[config.mk]
export PLATFORM = sky130hd
export DESIGN_NAME = uart_rx_flat
export DESIGN_NICKNAME = d
export VERILOG_FILES = /design/src/rtl/uart_rx_if.sv /design/src/rtl/uart_rx.sv /design/src/flat_wrapper.sv
export SDC_FILE = /design/constraint.sdc
export NUM_CORES = 1
export LEC_CHECK = 0
export CAP_MARGIN = 20
export CORE_ASPECT_RATIO = 1.1
export CORE_UTILIZATION = 57
export DETAILED_ROUTE_END_ITERATION = 6
export PLACE_DENSITY = 0.79
export SLEW_MARGIN = 5
export SYNTH_ARGS = -nofsm -noshare
export SYNTH_HDL_FRONTEND = slang
export SYNTH_SLANG_ARGS = --single-unit
[constraint.sdc]
create_clock -name clk -period 5.75 [get_ports clk]
set_input_delay 0.8625 -clock clk [delete_from_list [all_inputs] [get_ports clk]]
set_output_delay 0.8625 -clock clk [all_outputs]
set_load 0.005 [all_outputs]
[src/rtl/uart_rx_if.sv]
// Serial line, oversample tick and received-word bundle for uart_rx.
// The master drives the line and tick; the slave returns the received word.
interface uart_rx_if #(
  parameter int NB_DATA = 8
);
  logic               i_rx;
  logic               i_stick;
  logic [NB_DATA-1:0] o_data;
  logic               o_rx_done;
  logic               o_frame_err;

  modport master (
    output i_rx,
    output i_stick,
    input  o_data,
    input  o_rx_done,
    input  o_frame_err
  );

  modport slave (
    input  i_rx,
    input  i_stick,
    output o_data,
    output o_rx_done,
    output o_frame_err
  );
endinterface

[src/rtl/uart_rx.sv]
// 16x oversampled UART receiver: 1 start, NB_DATA data bits LSB first, 1 stop.
// Delivers each word with a one-clock done pulse and a framing-error flag.
module uart_rx #(
  parameter int NB_DATA   = 8,
  parameter int NB_TCOUNT = 4
) (
  input  logic     clk,
  input  logic     i_rst_n,
  uart_rx_if.slave bus
);

  localparam int NB_BCOUNT = (NB_DATA > 1) ? $clog2(NB_DATA) : 1;

  localparam logic [NB_TCOUNT-1:0] TMID  =
    NB_TCOUNT'((1 << (NB_TCOUNT - 1)) - 1);
  localparam logic [NB_TCOUNT-1:0] TLAST = '1;
  localparam logic [NB_TCOUNT-1:0] TONE  = NB_TCOUNT'(1);
  localparam logic [NB_BCOUNT-1:0] BLAST = NB_BCOUNT'(NB_DATA - 1);
  localparam logic [NB_BCOUNT-1:0] BONE  = NB_BCOUNT'(1);

  typedef enum logic [4:0] {
    S_IDLE  = 5'b00001,
    S_START = 5'b00010,
    S_DATA  = 5'b00100,
    S_STOP  = 5'b01000,
    S_BREAK = 5'b10000
  } state_t;

  state_t               r_state;
  logic [NB_TCOUNT-1:0] r_tick;
  logic [NB_BCOUNT-1:0] r_bit;
  logic [NB_DATA-1:0]   r_shift;
  logic [NB_DATA-1:0]   r_data;
  logic                 r_done;
  logic                 r_ferr;
  logic                 r_rx_meta;
  logic                 r_rx_s;

  // Two-flop synchroniser; resets to the idle line level.
  always_ff @(posedge clk or negedge i_rst_n) begin
    if (!i_rst_n) begin
      r_rx_meta <= 1'b1;
      r_rx_s    <= 1'b1;
    end else begin
      r_rx_meta <= bus.i_rx;
      r_rx_s    <= r_rx_meta;
    end
  end

  // Frame FSM: samples mid-bit, returns to IDLE at mid-stop.
  always_ff @(posedge clk or negedge i_rst_n) begin
    if (!i_rst_n) begin
      r_state <= S_IDLE;
      r_tick  <= '0;
      r_bit   <= '0;
      r_shift <= '0;
      r_data  <= '0;
      r_done  <= 1'b0;
      r_ferr  <= 1'b0;
    end else begin
      r_done <= 1'b0;
      case (r_state)
        S_IDLE: begin
          if (!r_rx_s) begin
            r_state <= S_START;
            r_tick  <= '0;
          end
        end
        S_START: begin
          if (bus.i_stick) begin
            if (r_tick == TMID) begin
              r_tick <= '0;
              if (!r_rx_s) begin
                r_state <= S_DATA;
                r_bit   <= '0;
              end else begin
                r_state <= S_IDLE;
              end
            end else begin
              r_tick <= r_tick + TONE;
            end
          end
        end
        S_DATA: begin
          if (bus.i_stick) begin
            if (r_tick == TLAST) begin
              r_shift <= {r_rx_s, r_shift[NB_DATA-1:1]};
              r_tick  <= '0;
              if (r_bit == BLAST) begin
                r_state <= S_STOP;
              end else begin
                r_bit <= r_bit + BONE;
              end
            end else begin
              r_tick <= r_tick + TONE;
            end
          end
        end
        S_STOP: begin
          if (bus.i_stick) begin
            if (r_tick == TLAST) begin
              r_data  <= r_shift;
              r_ferr  <= ~r_rx_s;
              r_done  <= 1'b1;
              r_tick  <= '0;
              r_state <= r_rx_s ? S_IDLE : S_BREAK;
            end else begin
              r_tick <= r_tick + TONE;
            end
          end
        end
        S_BREAK: begin
          if (r_rx_s) begin
            r_state <= S_IDLE;
          end
        end
        default: begin
          r_state <= S_IDLE;
          r_tick  <= '0;
          r_bit   <= '0;
        end
      endcase
    end
  end

  assign bus.o_data      = r_data;
  assign bus.o_rx_done   = r_done;
  assign bus.o_frame_err = r_ferr;

endmodule

[src/flat_wrapper.sv]
// flat-port wrapper written by rule: the top's interface ports become plain ports
module uart_rx_flat 
#(
  parameter int NB_DATA   = 8,
  parameter int NB_TCOUNT = 4
)
  (clk, i_rst_n, bus_i_rx, bus_i_stick, bus_o_data, bus_o_rx_done, bus_o_frame_err);
  uart_rx_if #(.NB_DATA(NB_DATA)) bus_i ();
  input  logic clk;
  input  logic i_rst_n;
  input wire logic [$bits(bus_i.i_rx)-1:0] bus_i_rx;
  input wire logic [$bits(bus_i.i_stick)-1:0] bus_i_stick;
  output wire logic [$bits(bus_i.o_data)-1:0] bus_o_data;
  output wire logic [$bits(bus_i.o_rx_done)-1:0] bus_o_rx_done;
  output wire logic [$bits(bus_i.o_frame_err)-1:0] bus_o_frame_err;
  assign bus_i.i_rx = bus_i_rx;
  assign bus_i.i_stick = bus_i_stick;
  assign bus_o_data = bus_i.o_data;
  assign bus_o_rx_done = bus_i.o_rx_done;
  assign bus_o_frame_err = bus_i.o_frame_err;
  uart_rx #(.NB_DATA(NB_DATA), .NB_TCOUNT(NB_TCOUNT)) u_core (.clk(clk), .i_rst_n(i_rst_n), .bus(bus_i));
endmodule
; Word-level counts from Yosys, hierarchy flattened
; Index checks and enable logic that the tools add are counted.
[op_classes]
addsub = 2
eq_ne = 20
muxes = 28
n_bitwise = 3
reduce_logical = 7
[ops]
columns = cell, count
row1 = 2-to-1 mux 5 bit, 10
row2 = one-hot mux 5 bit (5 select lines), 1
row3 = 2-to-1 mux 3 bit, 7
row4 = 2-to-1 mux 4 bit, 5
row5 = one-hot mux 4 bit (4 select lines), 1
row6 = inequality test 2 x 1 -> 1 bit (second input constant), 6
row7 = inequality test 2 bit (second input constant), 6
row8 = one-hot mux 3 bit (3 select lines), 1
row9 = AND reduction 9 bit, 1
row10 = AND reduction 7 bit, 1
row11 = AND reduction 3 bit, 2
row12 = == test 5 x 1 -> 1 bit (second input constant), 1
row13 = == test 5 x 2 -> 1 bit (second input constant), 1
row14 = == test 5 x 3 -> 1 bit (second input constant), 1
row15 = == test 5 x 4 -> 1 bit (second input constant), 1
row16 = == test 5 bit (second input constant), 1
row17 = adder 4 x 1 -> 4 bit (second input constant), 1
row18 = == test 4 x 3 -> 1 bit (second input constant), 1
row19 = == test 4 bit (second input constant), 1
row20 = AND reduction 4 bit, 1
row21 = adder 3 x 1 -> 3 bit (second input constant), 1
row22 = == test 3 bit (second input constant), 1
row23 = 2-to-1 mux 1 bit, 3
row24 = inverter 1 bit, 3
row25 = 2 further kinds, 2
[totals]
reg_bits = 32
in_bits = 4
output_inout_bits = 10
word_cells = 69

; Depth between registers and ports, before layout
; Gate-level depths: netlist (run 1).
[logic_depth]
ltp_word = 5
depth_mapped = 7
ltp_nobuf = 5

; Worst setup path before layout (run 1)
; Ideal clock, no wire load.
[synth_path]
path_kind = in2reg
start = input bus_i_stick
end = register u_core.r_bit[0]
setup_time_ps = 125
arrival_ps = 1847
required_ps = 5625
slack_ps = 3778
stages = 4
path_buffers = 0
cell_sequence = nand3_1 -> o32ai_2 -> and3_4 -> mux2_4
[synth_via]
elab_chain_cells = 2
word_cells_on_any_way = 3
cone_classes = 2 x eq/ne / 1 x reduce/logical
[synth_lines]
columns = element, line_no
row1 = from (decl), flat_wrapper.sv:12  ; input wire logic [$bits(bus_i.i_stick)-1:0] bus_i_stick;
row2 = inequality test 2 bit (no source line), n/a
row3 = AND reduction 7 bit (no source line) (*), n/a
row4 = to (signal assigned), uart_rx.sv:92  ; r_bit <= r_bit + BONE;
row5 = to (decl), uart_rx.sv:31  ; logic [NB_BCOUNT-1:0] r_bit;
; Every way passes the cells marked *; elsewhere a longest branch is shown, timed or not.
; A chain may end at the register's enable or synchronous reset.

; Final worst setup path (run 1)
[layout_path]
start = input bus_i_stick
end = register u_core.r_data[6], in the netlist u_core.bus.o_data[6]
[layout_via]
elab_chain_cells = 1
[layout_lines]
columns = element, line_no
row1 = AND reduction 3 bit (no source line), n/a
row2 = to (signal assigned), uart_rx.sv:102  ; r_data <= r_shift;
row3 = to (decl), uart_rx.sv:33  ; logic [NB_DATA-1:0] r_data;
; No other way between the ends.

==> results.rst, run 1 <==
.. list-table::
   :header-rows: 1

   * - Metric
     - Value
   * - Total nets after synthesis
     - 145
   * - # rows
     - 20
   * - Final wirelength
     - 2810 microns
   * - Total standard cell area after synthesis
     - 1650 sq um
   * - Net switching component of the power
     - 0.243 mW
   * - Max Slew Vio Count
     - 0
   * - Global-route met1 utilization
     - 0.282
   * - Maximum buffer depth of the clock tree
     - 2
   * - RSZ-0062 raised after global routing
     - false
   * - Library cells used by synthesis
     - 45
   * - Floorplan core area
     - 2750 sq um
   * - Residual antenna-violating net count after detailed routing
     - 0
   * - Clock slew at reported path FFs
     - 100 ps
   * - Core occupancy in the finished layout
     - 0.673
   * - Post-route clock period utilization
     - 0.402
   * - DR vias/cell
     - 5.73
   * - Min Hold Slack
     - 362 ps
   * - Sequential share of power
     - 0.425
   * - Detailed router's first-iteration violation count
     - 22
   * - Worst Slack Setup Final
     - 3440 ps
   * - Maximum number of pins on one net before global-route repair
     - 33
   * - Async set-reset flop share out of synthesis
     - 1.00
   * - Share of synthesized area occupied by flip-flops and latches
     - 0.486
   * - Status
     - completed
   * - Commonest cells in the netlist
     - dfrtp_1 (29), mux2_2 (16), nand2_1 (9), a21oi_1 (6), inv_1 (6)
   * - Number of iterations in the first detailed-routing pass
     - 4
   * - Clock tree root driver cell
     - clkbuf_4
   * - Avg Inst Size Synth
     - 12.0 sq um
   * - Via count
     - 1078
   * - Area leader, netlist
     - dfrtp_1
   * - Vias in the first global route
     - 1047
   * - Routing usage on met2
     - 0.329
   * - Share of total power in combinational logic
     - 0.374
   * - Type of the setup path with the least slack
     - primary input to register
   * - Path class of the lowest-slack min-delay path
     - register to register
   * - Number of antenna violations at the first check in global routing
     - 0
   * - Data required time at the worst endpoint
     - 5980 ps
   * - Max cap viols
     - 0
   * - Main flop type after synthesis
     - dfrtp_1
   * - Number of cells produced by synthesis
     - 138
   * - Met3 demand-to-capacity share in global routing
     - 0.0853
   * - Number of buffers inserted to repair setup after CTS
     - 0
   * - Proportion of layout cells with a drive suffix above 1
     - 0.271
   * - Fmax
     - 0.432 GHz
   * - Largest cells by area after synthesis
     - dfrtp_1 (44%), mux2_2 (11%), dfstp_2 (4.8%)
   * - Clock network fraction of design power
     - 0.200
   * - Resize count post-CTS
     - 0
   * - Area occupied by multi-input gates
     - 783 sq um
   * - Global-route wire length before repair
     - 4740 microns
   * - FF+latch count, synth
     - 32
   * - Worst hold stages
     - 0
   * - Static Leak
     - 0.834 nW
   * - Post-placement setup slack
     - 3070 ps
   * - Power Density
     - 362 nW/um^2
   * - Area of all sequential standard cells
     - 805 sq um
   * - Setup Total Neg Slack
     - 0 ps
   * - Area of the die
     - 3120 sq um
   * - Quantity of hold-fixing buffers added after cts
     - 0
   * - Maximum net fanout on the critical path
     - 10
   * - Period minus WS final
     - 2310 ps
   * - Relative max-transition margin
     - 0.668
   * - Wire length per cell
     - 14.9 microns
   * - TritonCTS clock tree
     - yes
   * - Yosys synthesis warning count
     - 0
   * - Count of nets after finishing
     - 161
   * - Number of setup violations in the final report
     - 0
   * - Clock buffers created by TritonCTS
     - 5
   * - Total global-route track usage
     - 0.219
   * - Overflow left after global routing
     - 0
   * - RD Place Congestion
     - 0.816
   * - Switching part of the total power
     - 0.363
   * - Most instantiated library cell after synthesis
     - dfrtp_1
   * - Worst Tran Pin Value
     - 496 ps
   * - Logic depth of the worst register-to-register path
     - 5
   * - Clock Sinks
     - 32
   * - Starting density of the core
     - 0.601
   * - H-tree depth
     - 2
   * - Die span in x
     - 53.4 microns
   * - Area added between synthesis and finish
     - 12.0%
   * - I/O pin count
     - 14
   * - Crit path arrival time
     - 2540 ps
   * - Number of inserted filler cells in the final layout
     - 211
   * - Routing layer with the top usage in global route
     - met2
   * - Number of flops mapped to enable cells by yosys
     - 0
   * - Worst setup skew after layout
     - 6.02 ps
   * - Clk Latency, worst-skew pair
     - 330 ps
   * - Yosys top cell area share
     - 0.439
   * - Die height
     - 58.5 microns
   * - Hold violation total from the final report
     - 0
   * - Number of design rule violations left after detail routing
     - 0
   * - Peak VDD IR
     - 0.279 mV
   * - Diodes inserted
     - 0
   * - Post-detailed-placement half-perimeter wirelength
     - 2030 microns
   * - Port buffer count
     - 13
   * - Startpoint Class
     - primary input
   * - Capturing element type of the critical path
     - register
   * - Cell-internal power
     - 0.428 mW
area by class of cell:
class	count	share of cell area
Sequential cell	32	0.434
Multi-Input combinational cell	95	0.423
Timing Repair Buffer	14	0.0743
Clock buffer	7	0.0297
Tap cell	33	0.0223
Inverter	6	0.0122
Clock inverter	1	0.00405
cell families (layout without fill, tap and decap cells):
family / count (synthesis) / count (layout) / share of synthesized area
simple gates: 45 / 45 / 0.180
flops: 32 / 32 / 0.486
compound gates: 24 / 24 / 0.111
mux: 22 / 22 / 0.154
buf+inv: 11 / 28 / 0.0401
fa+ha+maj: 3 / 3 / 0.0227
xor+xnor: 1 / 1 / 0.00530
path summary, 6_finish.rpt:
check / startpoint / endpoint / slack [ps]
max: bus_i_stick / u_core.bus.o_data[6]$_DFFE_PN0P_ / 3440
min: u_core.r_rx_meta$_DFF_PN1_ / u_core.r_rx_s$_DFF_PN1_ / 360
max reg2reg: u_core.r_state[0]$_DFFE_PN1P_ / u_core.r_bit[0]$_DFFE_PN0P_ / 3570
min reg2reg: u_core.r_rx_meta$_DFF_PN1_ / u_core.r_rx_s$_DFF_PN1_ / 360
max in group asynchronous: i_rst_n / u_core.r_rx_meta$_DFF_PN1_ / 4510
min in group asynchronous: i_rst_n / u_core.r_shift[0]$_DFFE_PN0P_ / 920
state kept, by name (all words and copies together), names as in the netlist:
name and cells:
u_core.bus.o_data 8, u_core.r_state 5, u_core.r_rx_meta 1, u_core.r_tick 4
u_core.r_bit 3, u_core.bus.o_rx_done 1, u_core.r_shift 8, u_core.bus.o_frame_err 1
u_core.r_rx_s 1
power groups by stage:
stage	registers (mW)	clock network (mW)	logic, mW
finish	0.286	0.134	0.251
global route	0.290	0.153	0.278
CTS	0.285	0.140	0.252
detailed placement	0.289	0	0.251
global placement	0.287	0	0.243
floorplan	0.266	0	0.240
layer usage:
layer,up-vias,part of all wire
li1,536,-
met1,518,0.48
met2,17,0.47
met3,7,0.031
met4,0,0.016
met5,-,0
cell usage in the layout (no fill, tap or decap), types with 2 or more instances in the layout:
master and instances:
clkdlybuf4s50_1 13, dfrtp_1 29, o21bai_1 2, nand3_1 3
mux2i_1 3, nand2_1 9, nor2_1 4, mux2_2 16
clkbuf_4 5, nor3_1 4, nand2b_1 3, a21oi_1 6
ha_1 3, inv_1 6, nor4_1 2, o21ai_0 5
nor2b_1 3, mux2_4 3, or3_1 2, dfstp_2 3
o31ai_1 2, nor3_4 2
stage by stage:
stage	instances	power, mW	instance area (sq um)
after floorplan	138	0.506	1650
after CTS	188	0.677	1850
final	188	0.671	1850
after global routing	188	0.721	1850
after global placement	180	0.530	1790
after detailed placement	180	0.540	1790
worst max-delay path, cell delays in order:
cell and delay, ps:
clkdlybuf4s50_1 530, nand4_1 270, nor3_4 480, mux2_2 400
Note: power is estimated with default switching activity, not from simulation.
==> run 2: changes to the inputs <==
- CORE_UTILIZATION: 57 -> 51
- PLACE_DENSITY: 0.79 -> 0.74
- clock period: 5.75 -> 2.1 ns (I/O delays scaled with it)
==> results.rst, run 2 (same netlist as run 1, synthesis figures left out) <==
.. list-table::
   :header-rows: 1

   * - Metric
     - Value
   * - Most frequent cells in the layout
     - dfrtp_1 (29), mux2_2 (16), clkdlybuf4s50_1 (13)
   * - # rows
     - 21
   * - Total Power
     - 2.05 mW
   * - Relative max-transition margin
     - 0.732
   * - Final wirelength
     - 3070 microns
   * - I/O pin count
     - 14
   * - Diodes inserted
     - 0
   * - Vias in the first global route
     - 1195
   * - Worst setup skew after layout
     - 4.90 ps
   * - Net switching component of the power
     - 0.693 mW
   * - Static Leak
     - 0.886 nW
   * - Hold violation total from the final report
     - 0
   * - Number of design rule violations left after detail routing
     - 0
   * - Period minus WS final
     - 1980 ps
   * - Number of antenna violations at the first check in global routing
     - 0
   * - Area of all sequential standard cells
     - 805 sq um
   * - Maximum net fanout on the critical path
     - 7
   * - Max Slew Vio Count
     - 0
   * - Number of iterations in the first detailed-routing pass
     - 4
   * - Fmax
     - 0.506 GHz
   * - Die height
     - 61.7 microns
   * - Number of inserted filler cells in the final layout
     - 249
   * - Detailed router's first-iteration violation count
     - 33
   * - Post-route clock period utilization
     - 0.941
   * - Type of the setup path with the least slack
     - register to register
   * - H-tree depth
     - 2
   * - Capturing element type of the critical path
     - register
   * - Area occupied by multi-input gates
     - 788 sq um
   * - Post-detailed-placement half-perimeter wirelength
     - 2170 microns
   * - Setup Total Neg Slack
     - 0 ps
   * - Residual antenna-violating net count after detailed routing
     - 0
   * - Clk Latency, worst-skew pair
     - 330 ps
   * - Worst Tran Pin Value
     - 402 ps
   * - Area added between synthesis and finish
     - 17.0%
   * - Via count
     - 1130
   * - Cell-internal power
     - 1.35 mW
   * - Switching part of the total power
     - 0.338
   * - Status
     - completed
   * - Wire length per cell
     - 15.7 microns
   * - Clock tree root driver cell
     - clkbuf_4
   * - Overflow left after global routing
     - 0
   * - Share of total power in combinational logic
     - 0.393
   * - Starting density of the core
     - 0.538
   * - Peak VDD IR
     - 0.831 mV
   * - DR vias/cell
     - 5.79
   * - Global-route wire length before repair
     - 5330 microns
   * - Clock slew at reported path FFs
     - 100 ps
   * - Area of the die
     - 3480 sq um
   * - Most common cell after layout, fill and taps aside
     - dfrtp_1
   * - Floorplan core area
     - 3070 sq um
   * - Max cap viols
     - 0
   * - Data required time at the worst endpoint
     - 2320 ps
   * - Proportion of layout cells with a drive suffix above 1
     - 0.311
   * - Core occupancy in the finished layout
     - 0.630
   * - Cell chain of the critical path
     - or3_1 -> nor3_2 -> o32ai_2 -> and3_4 -> mux2_4
   * - Clock buffers created by TritonCTS
     - 5
   * - Crit path arrival time
     - 2200 ps
   * - Startpoint Class
     - register
   * - Maximum buffer depth of the clock tree
     - 2
   * - Clock Sinks
     - 32
   * - RSZ-0062 raised after global routing
     - false
   * - Total global-route track usage
     - 0.207
   * - Largest stage delay, worst path
     - 540 ps
   * - Maximum number of pins on one net before global-route repair
     - 33
   * - Die span in x
     - 56.3 microns
   * - Clock network fraction of design power
     - 0.255
   * - Worst-path cell with the longest stage delay
     - dfstp_2
   * - Sequential share of power
     - 0.353
   * - Port buffer count
     - 13
   * - Power Density
     - 1060 nW/um^2
   * - Path class of the lowest-slack min-delay path
     - primary input to async pin
   * - Number of setup violations in the final report
     - 0
   * - TritonCTS clock tree
     - yes
   * - Post-place instance area
     - 1840 sq um
   * - Finished layout cell area
     - 1940 sq um
   * - RD Place Congestion
     - 0.868
   * - Count of nets after finishing
     - 167
run 2: changes by cell type in the layout (fill, tap and decap cells not counted):
| cell | before | now |
|---|---|---|
| clkbuf_1 | 1 | 0 |
| bufinv_16 | 0 | 1 |
| nor3_2 | 1 | 2 |
| clkinvlp_4 | 1 | 0 |
| nor3_1 | 4 | 3 |
| clkbuf_8 | 1 | 2 |
| buf_4 | 1 | 7 |
run 2: repair_timing:
| action | 4_1_cts | 5_1_grt |
|---|---|---|
| setup buffers | 0 | 0 |
| hold buffers | 0 | 0 |
| resized for setup | 0 | 1 |
| setup endpoints to repair | 0 | 2 |
run 2: layer usage:
layer	part of all wire	up-vias	routed length (microns)	GRT usage
li1	-	542	-	-
met1	0.44	556	1330	0.237
met2	0.50	25	1520	0.372
met3	0.048	7	148	0.0518
met4	0.020	0	62	0.101
met5	0	-	0	0
run 2: worst max-delay path, delay by kind of cell (launching register included):
family / cells / cell delay [ps]
and+or+nand+nor: 3 / 670
AOI/OAI and AO/OA: 1 / 370
muxes: 1 / 300
DFF: 1 / 540
run 2: worst paths after layout:
kind | from | end | slack, ps | cells past startpoint
hold / removal | i_rst_n | u_core.r_tick[2]$_DFFE_PN0P_ | 360 | 2
max in group asynchronous | i_rst_n | u_core.r_state[0]$_DFFE_PN1P_ | 1400 | 2
setup reg to reg | u_core.r_state[0]$_DFFE_PN1P_ | u_core.r_bit[0]$_DFFE_PN0P_ | 120 | 5
min in group clk | u_core.r_rx_meta$_DFF_PN1_ | u_core.r_rx_s$_DFF_PN1_ | 360 | 0
setup / recovery | u_core.r_state[0]$_DFFE_PN1P_ | u_core.r_bit[0]$_DFFE_PN0P_ | 120 | 5
hold reg to reg | u_core.r_rx_meta$_DFF_PN1_ | u_core.r_rx_s$_DFF_PN1_ | 360 | 0
run 2: power by group through the flow:
stage / Combinational (mW) / Clock, mW / Sequential (mW)
floorplan: 0.657 / 0 / 0.729
global placement: 0.759 / 0 / 0.730
detailed placement: 0.787 / 0 / 0.734
CTS: 0.796 / 0.532 / 0.722
global route: 0.878 / 0.561 / 0.730
finish: 0.804 / 0.521 / 0.722
run 2: per-stage QoR:
stage / hold slack, ps / std cells / setup WS (ps)
finish: 360 / 195 / 124
global route: 371 / 195 / 63.1
CTS: 360 / 195 / 125
detailed placement: 347 / 187 / 48.7
global placement: 347 / 187 / 82.4
floorplan: 19.4 / 138 / 213
run 2: final cells by class:
class                   count  area share
repair buffers             20      0.0944
inverters                   6      0.0116
clock inverters             1      0.0155
well taps                  34      0.0220
multi-input cells          95       0.407
flip-flops and latches     32       0.416
clock buffers               7      0.0336
